[config.mk]
export PLATFORM = sky130hd
export DESIGN_NAME = boxcar_sum
export DESIGN_NICKNAME = d
export VERILOG_FILES = /design/src/rtl/boxcar_sum_pkg.sv /design/src/rtl/boxcar_trig_fsm.sv /design/src/rtl/boxcar_sum.sv
export SDC_FILE = /design/constraint.sdc
export NUM_CORES = 1
export LEC_CHECK = 0
export ABC_CLOCK_PERIOD_IN_PS = 10550
export BUFFER_PORTS_ARGS = -buffer_cell sky130_fd_sc_hd__buf_2
export CORE_UTILIZATION = 40
export CTS_BUF_LIST = sky130_fd_sc_hd__clkbuf_8
export CTS_CLUSTER_SIZE = 20
export DETAILED_ROUTE_END_ITERATION = 6
export HOLD_SLACK_MARGIN = 0.03
export PLACE_DENSITY = 0.66
export SETUP_SLACK_MARGIN = 0.2
export SLEW_MARGIN = 15
export SYNTH_ARGS = -nofsm -noshare
export SYNTH_HDL_FRONTEND = slang
export SYNTH_SLANG_ARGS = --single-unit
export TNS_END_PERCENT = 5
[constraint.sdc]
create_clock -name clk -period 10.55 [get_ports clk]
set_clock_uncertainty 0.1 [all_clocks]
set_input_delay 1.055 -clock clk [delete_from_list [all_inputs] [get_ports clk]]
set_output_delay 1.055 -clock clk [all_outputs]
set_load 0.01 [all_outputs]
[src/rtl/boxcar_sum_pkg.sv]
`default_nettype none
// ============================================================================
//  Module      : boxcar_sum_pkg
//  Description : Shared widths and trigger FSM encodings for boxcar_sum.
//  Revision    : 1.0 - initial release
// ============================================================================
package boxcar_sum_pkg;

    localparam int C_NBITS_DATA    = 42;
    localparam int C_NBITS_ADDR    = 9;
    localparam int C_NBITS_HOLDOFF = 16;

    typedef enum logic [1:0] {
        ST_IDLE    = 2'd0,
        ST_ARMED   = 2'd1,
        ST_FIRED   = 2'd2,
        ST_HOLDOFF = 2'd3
    } trig_state_t;

endpackage
`default_nettype wire

[src/rtl/boxcar_trig_fsm.sv]
`default_nettype none
// ============================================================================
//  Module      : boxcar_trig_fsm
//  Description : Threshold trigger FSM with holdoff counter for boxcar_sum.
//  Revision    : 1.0 - initial release
// ============================================================================
module boxcar_trig_fsm
    import boxcar_sum_pkg::*;
#(
    parameter int P_NBITS_SUM     = C_NBITS_DATA + C_NBITS_ADDR,
    parameter int P_NBITS_HOLDOFF = C_NBITS_HOLDOFF
) (
    input  logic                       clk,
    input  logic                       rst,
    input  logic                       clear,
    input  logic                       upd,
    input  logic                       sum_valid,
    input  logic                       sum_valid_next,
    input  logic [P_NBITS_SUM-1:0]     sum_next,
    input  logic [P_NBITS_SUM-1:0]     thresh,
    input  logic [P_NBITS_HOLDOFF-1:0] holdoff,
    output logic                       trig,
    output logic [1:0]                 state
);

    trig_state_t                r_state;
    logic                       r_trig;
    logic [P_NBITS_HOLDOFF-1:0] r_hcnt;

    // Decisions use the next sum so trig and state land with the updated sum.
    always_ff @(posedge clk) begin
        if (!rst) begin
            r_state <= ST_IDLE;
            r_trig  <= 1'b0;
            r_hcnt  <= '0;
        end else begin
            r_trig <= 1'b0;
            if (clear || !sum_valid_next) begin
                r_state <= ST_IDLE;
                r_hcnt  <= '0;
            end else begin
                case (r_state)
                    ST_IDLE: begin
                        if (sum_valid) r_state <= ST_ARMED;
                    end
                    ST_ARMED: begin
                        if (upd && (sum_next >= thresh)) begin
                            r_state <= ST_FIRED;
                            r_trig  <= 1'b1;
                        end
                    end
                    ST_FIRED: begin
                        if (upd && (sum_next < thresh)) begin
                            r_state <= ST_HOLDOFF;
                            r_hcnt  <= holdoff;
                        end
                    end
                    ST_HOLDOFF: begin
                        if (r_hcnt == '0) begin
                            r_state <= ST_ARMED;
                        end else if (upd) begin
                            r_hcnt <= r_hcnt - 1'b1;
                            if (r_hcnt == P_NBITS_HOLDOFF'(1)) r_state <= ST_ARMED;
                        end
                    end
                    default: r_state <= ST_IDLE;
                endcase
            end
        end
    end

    assign trig  = r_trig;
    assign state = r_state;

endmodule
`default_nettype wire

[src/rtl/boxcar_sum.sv]
`default_nettype none
// ============================================================================
//  Module      : boxcar_sum
//  Description : Running boxcar sum over n samples with threshold trigger.
//  Revision    : 1.0 - initial release
// ============================================================================
module boxcar_sum
    import boxcar_sum_pkg::*;
#(
    parameter int P_NBITS_DATA = C_NBITS_DATA,
    parameter int P_NBITS_ADDR = C_NBITS_ADDR,
    parameter int P_NBITS_SUM  = P_NBITS_DATA + P_NBITS_ADDR
) (
    input  logic                       clk,
    input  logic                       rst,
    input  logic                       in_wr,
    input  logic [P_NBITS_DATA-1:0]    qn,
    input  logic [P_NBITS_DATA-1:0]    qo,
    input  logic [P_NBITS_ADDR-1:0]    n,
    input  logic [P_NBITS_SUM-1:0]     thresh,
    input  logic [C_NBITS_HOLDOFF-1:0] holdoff,
    output logic [P_NBITS_SUM-1:0]     sum,
    output logic                       sum_valid,
    output logic                       trig,
    output logic [1:0]                 state
);

    logic [P_NBITS_ADDR-1:0] r_n;
    logic [P_NBITS_ADDR-1:0] r_fill;
    logic [P_NBITS_SUM-1:0]  r_sum;
    logic                    r_valid;

    logic                    w_n_change;
    logic                    w_upd;
    logic [P_NBITS_ADDR-1:0] w_fill_inc;
    logic [P_NBITS_ADDR-1:0] w_fill_next;
    logic [P_NBITS_SUM-1:0]  w_sum_next;
    logic                    w_valid_next;
    logic [P_NBITS_SUM-1:0]  w_qn_ext;
    logic [P_NBITS_SUM-1:0]  w_qo_ext;

    assign w_n_change = (n != r_n);
    assign w_upd      = in_wr && !w_n_change && (r_n != '0);
    assign w_fill_inc = r_fill + 1'b1;
    assign w_qn_ext   = P_NBITS_SUM'(qn);
    assign w_qo_ext   = P_NBITS_SUM'(qo);

    always_comb begin
        w_sum_next   = r_sum;
        w_fill_next  = r_fill;
        w_valid_next = r_valid;
        if (w_n_change) begin
            w_sum_next   = '0;
            w_fill_next  = '0;
            w_valid_next = 1'b0;
        end else if (w_upd) begin
            if (r_fill != r_n) begin
                w_sum_next   = r_sum + w_qn_ext;
                w_fill_next  = w_fill_inc;
                w_valid_next = (w_fill_inc == r_n);
            end else begin
                w_sum_next   = r_sum + w_qn_ext - w_qo_ext;
            end
        end
    end

    // n is tracked every cycle; a mismatch against r_n is the restart request.
    always_ff @(posedge clk) begin
        if (!rst) begin
            r_n     <= n;
            r_fill  <= '0;
            r_sum   <= '0;
            r_valid <= 1'b0;
        end else begin
            r_n     <= n;
            r_fill  <= w_fill_next;
            r_sum   <= w_sum_next;
            r_valid <= w_valid_next;
        end
    end

    boxcar_trig_fsm #(
        .P_NBITS_SUM     (P_NBITS_SUM),
        .P_NBITS_HOLDOFF (C_NBITS_HOLDOFF)
    ) u_trig_fsm (
        .clk            (clk),
        .rst            (rst),
        .clear          (w_n_change),
        .upd            (w_upd),
        .sum_valid      (r_valid),
        .sum_valid_next (w_valid_next),
        .sum_next       (w_sum_next),
        .thresh         (thresh),
        .holdoff        (holdoff),
        .trig           (trig),
        .state          (state)
    );

    assign sum       = r_sum;
    assign sum_valid = r_valid;

endmodule
`default_nettype wire
==> metrics.md, run 1 <==
| Metric | Value |
|---|---|
| Chip height | 171 um |
| CP required | 10.77 ns |
| Hold_sp | u_trig_fsm.r_hcnt[3]$_SDFFE_PP0P_ |
| Hold Vio Cnt, Final | 0 |
| Status | completed |
| TritonCTS clock tree | yes |
| Cell Area, Synth | 11400 sq um |
| Hold Path Class | flip-flop to flip-flop |
| CP dominant cell by count | a21oi_1 |
| Chip width | 171 um |
| Max clock buf depth | 2 |
| Crit. End Element | flip-flop |
| Area Overhead vs Synth | 13.5% |
| Initial DRC Count | 1060 |
| Vias/cell | 5.72 |
| Leakage power | 6.35 nW |
| DR vias | 12.2k |
| Launch point of the worst reg-to-reg path | sum[0]$_SDFF_PN0_ |
| Yosys warnings | 0 |
| Number of synthesized flops with an enable pin | 0 |
| Max-cap violation count | 0 |
| Final TNS setup | 0 ns |
| Reg clk slew, reported paths | 0.11 ns |
| Fill cells | 2935 |
| Drt wl/cell | 18.0 um |
| Slew Limit Fails | 0 |
| Seq cells post-synth | 89 |
| Final Cycle Share | 87.4% |
| Largest net degree at the start of global routing | 62 |
| Gp weighted congestion | 0.985 |
| DRT Pass-1 Iters | 5 |
| Least-Margin Pin Slew | 0.797 ns |
| F_max | 0.108 GHz |
| Synth cell types | 87 |
| Syn Area/Cell | 7.22 sq um |
| Number of CTS-inserted buffers | 9 |
| H-tree depth | 3 |
| Design area | 12900 sq um |
| Crit Path Category | input port to flip-flop |
| Post-Syn Nets | 1886 |
| Root Driver | clkbuf_8 |
| Crit path DAT | 9.44 ns |
| Share of cells above drive strength 1 | 16.0% |
| HPWL after DPL | 31300 um |
| Placed instance area | 12700 sq um |
| P per Cell Area | 67.4 nW/um^2 |
| Row Count | 61 |
| I/O Pins | 218 |
| Post-route ant nets | 0 |
| R2r setup slk | 1.75 ns |
| Startpoint Class | input port |
| Hold Path End | u_trig_fsm.r_hcnt[3]$_SDFFE_PP0P_ |
| Reg2Reg Depth | 34 |
| Mapped Cells | 1578 |
| FFs w/ async S/R, synth | 0% |
| Initial antenna violation count | 7 |
| Port buffer count | 217 |
| Crit-path max FO | 18 |
| Final min period | 9.22 ns |
| Final setup violation count | 0 |
| Hold_buf cts | 0 |
| Resize count post-CTS | 0 |
| RSZ-0062 raised after global routing | false |
| Ys flop type | dfxtp_1 |
| Largest stage delay on the critical path | 0.58 ns |
| Remaining Overflow, GRT | 0 |
| RR Endpoint | u_trig_fsm.r_hcnt[15]$_SDFFE_PP0P_ |
| Post-synthesis sequential area ratio | 15.6% |
| Setup repair bufs after CTS | 0 |
| Tot GR Track Use | 26.3% |
| Slew HR | 46.9% |
| Number of global-route vias before repair | 11.3k |
| VDD IR max | 0.0000591 V |
| Starting Density | 40.8% |
| Worst hold path depth | 2 |
| DRC Markers | 0 |
| Nets | 2051 |
| WL final | 38500 um |
| Placeable Area | 27900 sq um |
| Die area | 29200 sq um |
| Worst-Skew Late Latency | 0.41 ns |
| Num Clock Sinks | 89 |
| Slowest-stage cell, CP | and2_1 |
| First-pass GRT wire length | 59600 um |
worst max-delay path by stage:
stage | to | slack [ns] | start
final | u_trig_fsm.r_hcnt[15]$_SDFFE_PP0P_ | 1.33 | qn[0]
after global routing | u_trig_fsm.r_hcnt[15]$_SDFFE_PP0P_ | 0.67 | qn[0]
after CTS | u_trig_fsm.r_hcnt[15]$_SDFFE_PP0P_ | 1.40 | qn[0]
after detailed placement | u_trig_fsm.r_hcnt[15]$_SDFFE_PP0P_ | 1.0 | qn[0]
after global placement | u_trig_fsm.r_hcnt[15]$_SDFFE_PP0P_ | 1.18 | qn[0]
after floorplan | u_trig_fsm.state[0]$_SDFFE_PP0P_ | 2.43 | qn[0]
worst max-delay path: cells and delay by family:
family,cells,cell delay (ns)
compound gates,20,4.12
fa+ha+maj,4,1.41
xor+xnor,2,0.38
simple gates,8,2.37
buf+inv,1,0.10
registers in the layout, summed over array words and instances (netlist names):
signal and flops:
u_trig_fsm.r_hcnt 16, sum 51, u_trig_fsm.trig 1, r_n 9, u_trig_fsm.state 2, sum_valid 1
r_fill 9
power by group:
part / internal (mW) / switching [mW] / total (mW) / leakage [nW]
combinational: 0.116 / 0.169 / 0.286 / 5.54
clock: 0.0899 / 0.155 / 0.245 / 0.0884
sequential: 0.338 / 0.00326 / 0.341 / 0.720
cell type report:
cell class	count	area, sq um	share of cell area (%)
timing repair buffer	224	1140	8.81
antenna	6	15.0	0.116
multi-input combinational	1267	8760	67.8
clock buffer	9	124	0.958
tap	378	473	3.66
clock inverter	7	61.3	0.474
inverter	152	571	4.41
sequential	89	1780	13.8
cell families after synthesis:
logic type               after synthesis  synth area share, %
flip-flops                            89                 15.6
adder cells (fa/ha/maj)              145                 16.1
AO/OA/AOI/OAI                        446                 25.8
buffers and inverters                222                 7.60
XOR/XNOR                             115                 8.84
AND/OR/NAND/NOR                      521                 22.5
multiplexers                          40                 3.57
per-layer routing:
layer  part of all wire [%]  wire, um  global-route usage (%)  vias to the layer above
met4                    3.3      1280                    11.4                        2
met2                     44     16700                    40.9                      490
met1                     46     17500                    36.6                     5666
li1                       -         -                       -                     5963
met5                  0.034        13                       0                        -
met3                    7.5      2900                    2.87                       68
cells in the final DEF, fill, tap and decap left out, types with 10 or more instances in the layout:
| master | synthesis | layout |
|---|---|---|
| nor2_1 | 143 | 143 |
| xor2_1 | 50 | 50 |
| a31oi_1 | 21 | 21 |
| dfxtp_1 | 89 | 89 |
| nand2_1 | 136 | 136 |
| inv_1 | 152 | 152 |
| buf_2 | 10 | 217 |
| o21bai_1 | 15 | 15 |
| nand4_1 | 37 | 37 |
| o211ai_1 | 11 | 11 |
| nor3_1 | 28 | 28 |
| a21o_1 | 45 | 45 |
| nor2b_1 | 18 | 18 |
| o21ai_0 | 90 | 90 |
| ha_1 | 143 | 143 |
| and3_1 | 22 | 22 |
| o21a_1 | 12 | 12 |
| mux2i_1 | 35 | 35 |
| xnor2_1 | 65 | 65 |
| or2_2 | 10 | 10 |
| nand3_1 | 38 | 38 |
| and2_1 | 40 | 40 |
| a21oi_1 | 129 | 129 |
| a211oi_1 | 32 | 32 |
synthesized netlist by cell type (all sizes together) (36+ instances only):
cell type / n / area [sq um]
a211oi: 36 / 290
ha: 143 / 1790
nor2: 143 / 537
o21ai: 92 / 460
clkbuf: 55 / 208
inv: 152 / 571
nand4: 38 / 244
nand3: 38 / 190
a21oi: 130 / 654
a21o: 46 / 347
and2: 40 / 250
xor2: 50 / 438
nand2: 136 / 510
dfxtp: 89 / 1780
xnor2: 65 / 569
metrics by stage:
step                power, mW  hold slack [ns]  worst slack [ns]  std cells  utilization [%]
floorplan               0.540            0.349              2.43       1578                -
CTS                     0.874            0.393              1.40       2126             46.2
global route            0.919            0.435             0.667       2129             46.3
global placement        0.626            0.361              1.18       2110             45.6
finish                  0.871            0.386              1.33       2132             46.3
detailed placement      0.627            0.379             0.997       2110             45.6
Note: power is estimated with default switching activity, not from simulation.
==> run 2: changes to the inputs <==
- ABC_CLOCK_PERIOD_IN_PS: 10550 -> 9000
- clock period: 10.55 -> 9 ns (I/O delays scaled with it)
==> run 2 against run 1 <==
Sequential share of layout area decreased by 0.26 points. Clock power grew 56%. Final cell count grew 0.52%. Highest routed layer unchanged. Cell area increased by 2.0%.
==> metrics.md, run 2 (synthesized netlist as in run 1, its figures left out) <==
| Metric | Value |
|---|---|
| Vias/cell | 5.62 (was 5.72) |
| Area Overhead vs Synth | 15.7% (was 13.5%) |
| H-tree depth | 3 (unchanged) |
| Status | completed (unchanged) |
| CP required | 9.14 ns (was 10.77 ns) |
| Least-Margin Pin Slew | 1.19 ns (was 0.797 ns) |
| Gp weighted congestion | 1.00 (was 0.985) |
| I/O Pins | 218 (unchanged) |
| Final TNS setup | 0 ns (unchanged) |
| R2r setup slk | 1.02 ns (was 1.75 ns) |
| Initial DRC Count | 1072 (was 1060) |
| RR Endpoint | u_trig_fsm.r_hcnt[11]$_SDFFE_PP0P_ (was u_trig_fsm.r_hcnt[15]$_SDFFE_PP0P_) |
| Hold Path Class | flip-flop to flip-flop (unchanged) |
| CP dominant cell by count | a21o_1 (was a21oi_1) |
| Post-route ant nets | 0 (unchanged) |
| Most frequent cells in the layout | buf_2, inv_1, nor2_1, ha_1, nand2_1 (unchanged) |
| Final Non-Filler Cells | 2143 (was 2132) |
| Die area | 29200 sq um (unchanged) |
| DRC Markers | 0 (unchanged) |
| WL final | 38500 um (about the same) |
| P_sw | 0.367 mW (was 0.327 mW) |
| Largest net degree at the start of global routing | 46 (was 62) |
| Worst-Skew Late Latency | 0.39 ns (was 0.41 ns) |
| Final Cycle Share | 91.7% |
| DR vias | 12.0k (was 12.2k) |
| Max FFs per register | 51 (unchanged) |
| Slowest-stage cell, CP | fa_1 (was and2_1) |
| Chip height | 171 um (unchanged) |
| Total power | 1.12 mW (was 0.871 mW) |
| Launch point of the worst reg-to-reg path | sum[0]$_SDFF_PN0_ (unchanged) |
| Chip width | 171 um (unchanged) |
| Remaining Overflow, GRT | 0 (unchanged) |
| Startpoint Class | input port (unchanged) |
| Final min period | 8.25 ns |
| Share of cells above drive strength 1 | 17.0% (was 16.0%) |
| Internal Power | 0.754 mW (was 0.544 mW) |
| Leakage power | 6.47 nW (was 6.35 nW) |
| First-pass GRT wire length | 58900 um (was 59600 um) |
| Final setup violation count | 0 (unchanged) |
| Starting Density | 40.8% (unchanged) |
| Commonest non-fill, non-tap cell in the layout | buf_2 (unchanged) |
| P per Cell Area | 85.1 nW/um^2 (was 67.4 nW/um^2) |
| Placed Cells | 2123 (was 2110) |
| Sequential power share | 35.6% (was 39.1%) |
| Hold Vio Cnt, Final | 0 (unchanged) |
| Drt wl/cell | 18.0 um (about the same) |
| Tot GR Track Use | 26.0% (was 26.3%) |
| Number of CTS-inserted buffers | 9 (unchanged) |
| Slew HR | 20.2% (was 46.9%) |
| Placeable Area | 27900 sq um (unchanged) |
| Initial antenna violation count | 7 (unchanged) |
| Clock network power share | 34.0% (was 28.1%) |
| VDD IR max | 0.0000877 V (was 0.0000591 V) |
| Port buffer count | 217 (unchanged) |
| Crit-path max FO | 7 (was 18) |
| Nets | 2065 (was 2051) |
| Reg clk slew, reported paths | 0.09 ns (was 0.11 ns) |
| Max clock buf depth | 2 (unchanged) |
| Max-cap violation count | 0 (unchanged) |
| CP endpoint | u_trig_fsm.r_hcnt[11]$_SDFFE_PP0P_ (was u_trig_fsm.r_hcnt[15]$_SDFFE_PP0P_) |
| F_max | 0.121 GHz |
| Crit. End Element | flip-flop (unchanged) |
| Switching part of the total | 32.8% (was 37.6%) |
| Number of global-route vias before repair | 11.1k (was 11.3k) |
| Beginning of the critical path | qn[0] (unchanged) |
| Reg2Reg Depth | 35 (was 34) |
| Row Count | 61 (unchanged) |
| DRT Pass-1 Iters | 6 (was 5) |
| Crit path DAT | 8.39 ns (was 9.44 ns) |
| Slew Limit Fails | 0 (unchanged) |
| Largest stage delay on the critical path | 0.43 ns (was 0.58 ns) |
| Combinational share of power | 30.4% (was 32.8%) |
| HPWL after DPL | 31700 um (was 31300 um) |
| Num Clock Sinks | 89 (unchanged) |
| RSZ-0062 raised after global routing | false (unchanged) |
| Root Driver | clkbuf_8 (unchanged) |
| Crit Path Category | input port to flip-flop (unchanged) |
| TritonCTS clock tree | yes (unchanged) |
## run 2: changes by cell type in the layout (fill, tap and decap cells not counted), moves of 2 or more
cell	before	now
clkinv_4	2	0
a21oi_1	129	127
buf_4	7	21
diode_2	6	4
inv_6	2	0
bufinv_16	0	4
## run 2: how the worst min path moves through the flow
stage | start | endpoint | cells after the start
final | u_trig_fsm.r_hcnt[14]$_SDFFE_PP0P_ | u_trig_fsm.r_hcnt[14]$_SDFFE_PP0P_ | 2
after detailed placement | u_trig_fsm.r_hcnt[3]$_SDFFE_PP0P_ | u_trig_fsm.r_hcnt[3]$_SDFFE_PP0P_ | 2
after global placement | u_trig_fsm.r_hcnt[3]$_SDFFE_PP0P_ | u_trig_fsm.r_hcnt[3]$_SDFFE_PP0P_ | 2
after floorplan | u_trig_fsm.r_hcnt[14]$_SDFFE_PP0P_ | u_trig_fsm.r_hcnt[14]$_SDFFE_PP0P_ | 2
after CTS | u_trig_fsm.r_hcnt[3]$_SDFFE_PP0P_ | u_trig_fsm.r_hcnt[3]$_SDFFE_PP0P_ | 2
after global routing | u_trig_fsm.r_hcnt[14]$_SDFFE_PP0P_ | u_trig_fsm.r_hcnt[14]$_SDFFE_PP0P_ | 2
## run 2: worst max-delay path: cells and delay by family
| kind | cells | cell delay [ns] |
|---|---|---|
| AO/OA/AOI/OAI | 19 | 3.34 |
| AND/OR/NAND/NOR | 7 | 1.69 |
| adder cells (fa/ha/maj) | 4 | 1.31 |
| multiplexers | 2 | 0.51 |
| XOR/XNOR | 2 | 0.36 |
| buffers and inverters | 2 | 0.29 |
## run 2: metrics by stage
stage / hold WS, ns / area (sq um) / util [%] / setup slack, ns
2_1_floorplan: 0.349 / 11400 / - / 1.03
3_3_place_gp: 0.360 / 12800 / 45.9 / 0.250
3_5_place_dp: 0.366 / 12800 / 45.9 / 0.116
4_1_cts: 0.378 / 13100 / 46.9 / 0.509
5_1_grt: 0.411 / 13200 / 47.2 / 0.207
6_report: 0.382 / 13200 / 47.2 / 0.750
## run 2: routing by layer
layer / vias to the layer above / GRT usage [%] / part of all wire, %
li1: 5975 / - / -
met3: 72 / 4.33 / 7.4
met4: 6 / 7.79 / 2.8
met2: 465 / 41.3 / 44
met5: - / 0 / 0.086
met1: 5527 / 35.7 / 46
## run 2: final cells by class
| cell class | count | area, sq um |
|---|---|---|
| sequential | 89 | 1780 |
| multi-input combinational | 1267 | 8840 |
| inverter | 152 | 571 |
| fill | 2890 | 14800 |
| clock inverter | 5 | 128 |
| antenna | 4 | 10.0 |
| tap | 378 | 473 |
| clock buffer | 10 | 138 |
| timing repair buffer | 238 | 1240 |
## run 2: repair_timing
item,CTS,global route
setup endpoints to repair,0,18
hold buffers,0,0
endpoints found under the hold margin,0,0
resized for setup,0,11
buffers inserted,0,1
## run 2: power groups by stage
stage | Combinational, mW | Clock (mW) | Sequential, mW
after detailed placement | 0.329 | 0 | 0.409
final | 0.341 | 0.381 | 0.400
after floorplan | 0.226 | 0 | 0.407
after global placement | 0.328 | 0 | 0.409
after CTS | 0.331 | 0.389 | 0.400
after global routing | 0.374 | 0.402 | 0.400
==> run 3: changes to the inputs <==
- CORE_UTILIZATION: 40 -> 51
- PLACE_DENSITY: 0.66 -> 0.79
==> run 3 against run 2 <==
Total power fell by 8.4%. Combinational power barely moved. Critical path depth fell by 1. Sequential cell count did not move. Critical endpoint is now u_trig_fsm.state[0]$_SDFFE_PP0P_. Largest power group unchanged.
==> metrics.md, run 3 (synthesized netlist as in run 1, its figures left out) <==
| Metric | Value |
|---|---|
| Min Hold Slack | 0.381 ns (was 0.382 ns) |
| Sequential power share | 38.9% (was 35.6%) |
| Port buffer count | 217 (unchanged) |
| Final setup violation count | 0 (unchanged) |
| Drt wl/cell | 18.2 um (was 18.0 um) |
| Worst hold path depth | 2 (unchanged) |
| First-pass GRT wire length | 56300 um (was 58900 um) |
| Placeable Area | 21900 sq um (was 27900 sq um) |
| Crit path DAT | 8.59 ns (was 8.39 ns) |
| Crit Path Category | input port to flip-flop (unchanged) |
| P per Cell Area | 79.1 nW/um^2 (was 85.1 nW/um^2) |
| Slew HR | 47.5% (was 20.2%) |
| Initial antenna violation count | 6 (was 7) |
| DR vias | 12.3k (was 12.0k) |
| Hold_sp | u_trig_fsm.r_hcnt[3]$_SDFFE_PP0P_ (was u_trig_fsm.r_hcnt[14]$_SDFFE_PP0P_) |
| Row Count | 54 (was 61) |
| Final TNS setup | 0 ns (unchanged) |
| Vias/cell | 6.00 (was 5.62) |
| Crit-path max FO | 7 (unchanged) |
| Startpoint Class | input port (unchanged) |
| Max FFs per register | 51 (unchanged) |
| Reg2Reg Depth | 34 (was 35) |
| Multi-input logic area | 8820 sq um (was 8840 sq um) |
| Tot GR Track Use | 31.8% (was 26.0%) |
| Seq. cell area | 1780 sq um (unchanged) |
| Final Cycle Share | 93.2% (was 91.7%) |
| Die area | 22900 sq um (was 29200 sq um) |
| Setup WS post-layout | 0.616 ns (was 0.750 ns) |
| F_max | 0.119 GHz (was 0.121 GHz) |
| Combinational share of power | 33.0% (was 30.4%) |
| CP required | 9.21 ns (was 9.14 ns) |
| Nets | 2066 (was 2065) |
| Reg clk slew, reported paths | 0.09 ns (about the same) |
| VDD IR max | 0.0000904 V (was 0.0000877 V) |
| Slowest-stage cell, CP | a311o_1 (was fa_1) |
| Slew Limit Fails | 0 (unchanged) |
| Post-route ant nets | 0 (unchanged) |
| Final min period | 8.38 ns (was 8.25 ns) |
| Remaining Overflow, GRT | 0 (unchanged) |
| Commonest non-fill, non-tap cell in the layout | buf_2 (unchanged) |
| Hold Vio Cnt, Final | 0 (unchanged) |
| WL final | 37200 um (was 38500 um) |
| Dpl ws | 0.151 ns (was 0.116 ns) |
| Chip height | 151 um (was 171 um) |
| H-tree depth | 3 (unchanged) |
| Crit path buf inv count | 3 (was 2) |
| Hold Path End | u_trig_fsm.r_hcnt[3]$_SDFFE_PP0P_ (was u_trig_fsm.r_hcnt[14]$_SDFFE_PP0P_) |
| Area Overhead vs Synth | 14.0% (was 15.7%) |
| Most frequent cells in the layout | buf_2, inv_1, nor2_1 (was buf_2, inv_1, nor2_1, ha_1, nand2_1) |
| Hold Path Class | flip-flop to flip-flop (unchanged) |
| Share of cells above drive strength 1 | 17.1% (was 17.0%) |
| Clock network power share | 28.1% (was 34.0%) |
| Crit. End Element | flip-flop (unchanged) |
| DRC Markers | 0 (unchanged) |
| Status | completed (unchanged) |
| Number of global-route vias before repair | 11.0k (was 11.1k) |
| Switching part of the total | 34.5% (was 32.8%) |
| Largest stage delay on the critical path | 0.45 ns (was 0.43 ns) |
| P_sw | 0.355 mW (was 0.367 mW) |
| I/O Pins | 218 (unchanged) |
| Gp weighted congestion | 1.02 (was 1.00) |
| Chip width | 151 um (was 171 um) |
| Initial DRC Count | 1208 (was 1072) |
| Internal Power | 0.672 mW (was 0.754 mW) |
| Max clock buf depth | 2 (unchanged) |
| Least-Margin Pin Slew | 0.787 ns (was 1.19 ns) |
| RSZ-0062 raised after global routing | false (unchanged) |
| Fill cells | 2106 (was 2890) |
| Num Clock Sinks | 89 (unchanged) |
| TritonCTS clock tree | yes (unchanged) |
| Worst-Skew Late Latency | 0.38 ns (was 0.39 ns) |
| Starting Density | 52.0% (was 40.8%) |
| Total power | 1.03 mW (was 1.12 mW) |
| Root Driver | clkbuf_8 (unchanged) |
| CP top delay family | compound AO/OA/AOI/OAI gates (unchanged) |
| RR Endpoint | u_trig_fsm.state[0]$_SDFFE_PP0P_ (was u_trig_fsm.r_hcnt[11]$_SDFFE_PP0P_) |
| HPWL after DPL | 30300 um (was 31700 um) |
| Launch point of the worst reg-to-reg path | sum[14]$_SDFF_PN0_ (was sum[0]$_SDFF_PN0_) |
| R2r setup slk | 0.91 ns (was 1.02 ns) |
| Largest net degree at the start of global routing | 62 (was 46) |
| DRT Pass-1 Iters | 5 (was 6) |
| Number of CTS-inserted buffers | 9 (unchanged) |
| Leakage power | 6.44 nW (was 6.47 nW) |
| Max-cap violation count | 0 (unchanged) |
## run 3: worst max-delay path by stage
stage	startpoint	cells after the start	slack, ns	endpoint
finish	qn[14]	35	0.62	u_trig_fsm.state[0]$_SDFFE_PP0P_
floorplan	qn[0]	35	1.03	u_trig_fsm.state[0]$_SDFFE_PP0P_
global placement	qn[14]	35	0.25	u_trig_fsm.state[0]$_SDFFE_PP0P_
global route	qn[16]	35	0.20	u_trig_fsm.state[0]$_SDFFE_PP0P_
detailed placement	qn[14]	35	0.15	u_trig_fsm.state[0]$_SDFFE_PP0P_
CTS	qn[0]	36	0.53	u_trig_fsm.state[0]$_SDFFE_PP0P_
## run 3: final cells by class
cell class / count / share of cell area, %
Inverter: 152 / 4.39
Tap cell: 280 / 2.70
Clock inverter: 1 / 0.0578
Multi-Input combinational cell: 1267 / 67.9
Sequential cell: 89 / 13.7
Timing Repair Buffer: 239 / 9.63
Antenna cell: 5 / 0.0963
Clock buffer: 14 / 1.48
## run 3: stage by stage
step / area (sq um) / util [%] / std cells
6_report: 13000 / 59.3 / 2047
5_1_grt: 13000 / 59.3 / 2047
4_1_cts: 12900 / 59.0 / 2041
3_5_place_dp: 12700 / 58.1 / 2026
3_3_place_gp: 12700 / 58.1 / 2026
2_1_floorplan: 11400 / - / 1578
## run 3: worst min-delay path: cells and delay by family (launching register included)
family          cells  cell delay, ns
flops               1            0.32
compound gates      2            0.13
## run 3: layer usage
layer | part of all wire [%] | global-route usage (%) | routed length [um]
met1 | 45 | 44.8 | 16900
met2 | 43 | 48.9 | 16000
met3 | 8.3 | 4.07 | 3080
met4 | 3.2 | 12.4 | 1200
met5 | 0.022 | 0 | 8
## run 3: power by group through the flow
stage                     Sequential [mW]  Combinational (mW)  Clock, mW
after detailed placement            0.409               0.325          0
final                               0.399               0.339      0.289
after CTS                           0.399               0.328      0.294
after global placement              0.409               0.324          0
after floorplan                     0.407               0.226          0
after global routing                0.400               0.370      0.307
## run 3: repair_timing
action                     in CTS  in global routing
hold buffers                    0                  0
resized for setup               0                 10
setup endpoints to repair       0                 18
buffers inserted                0                  1
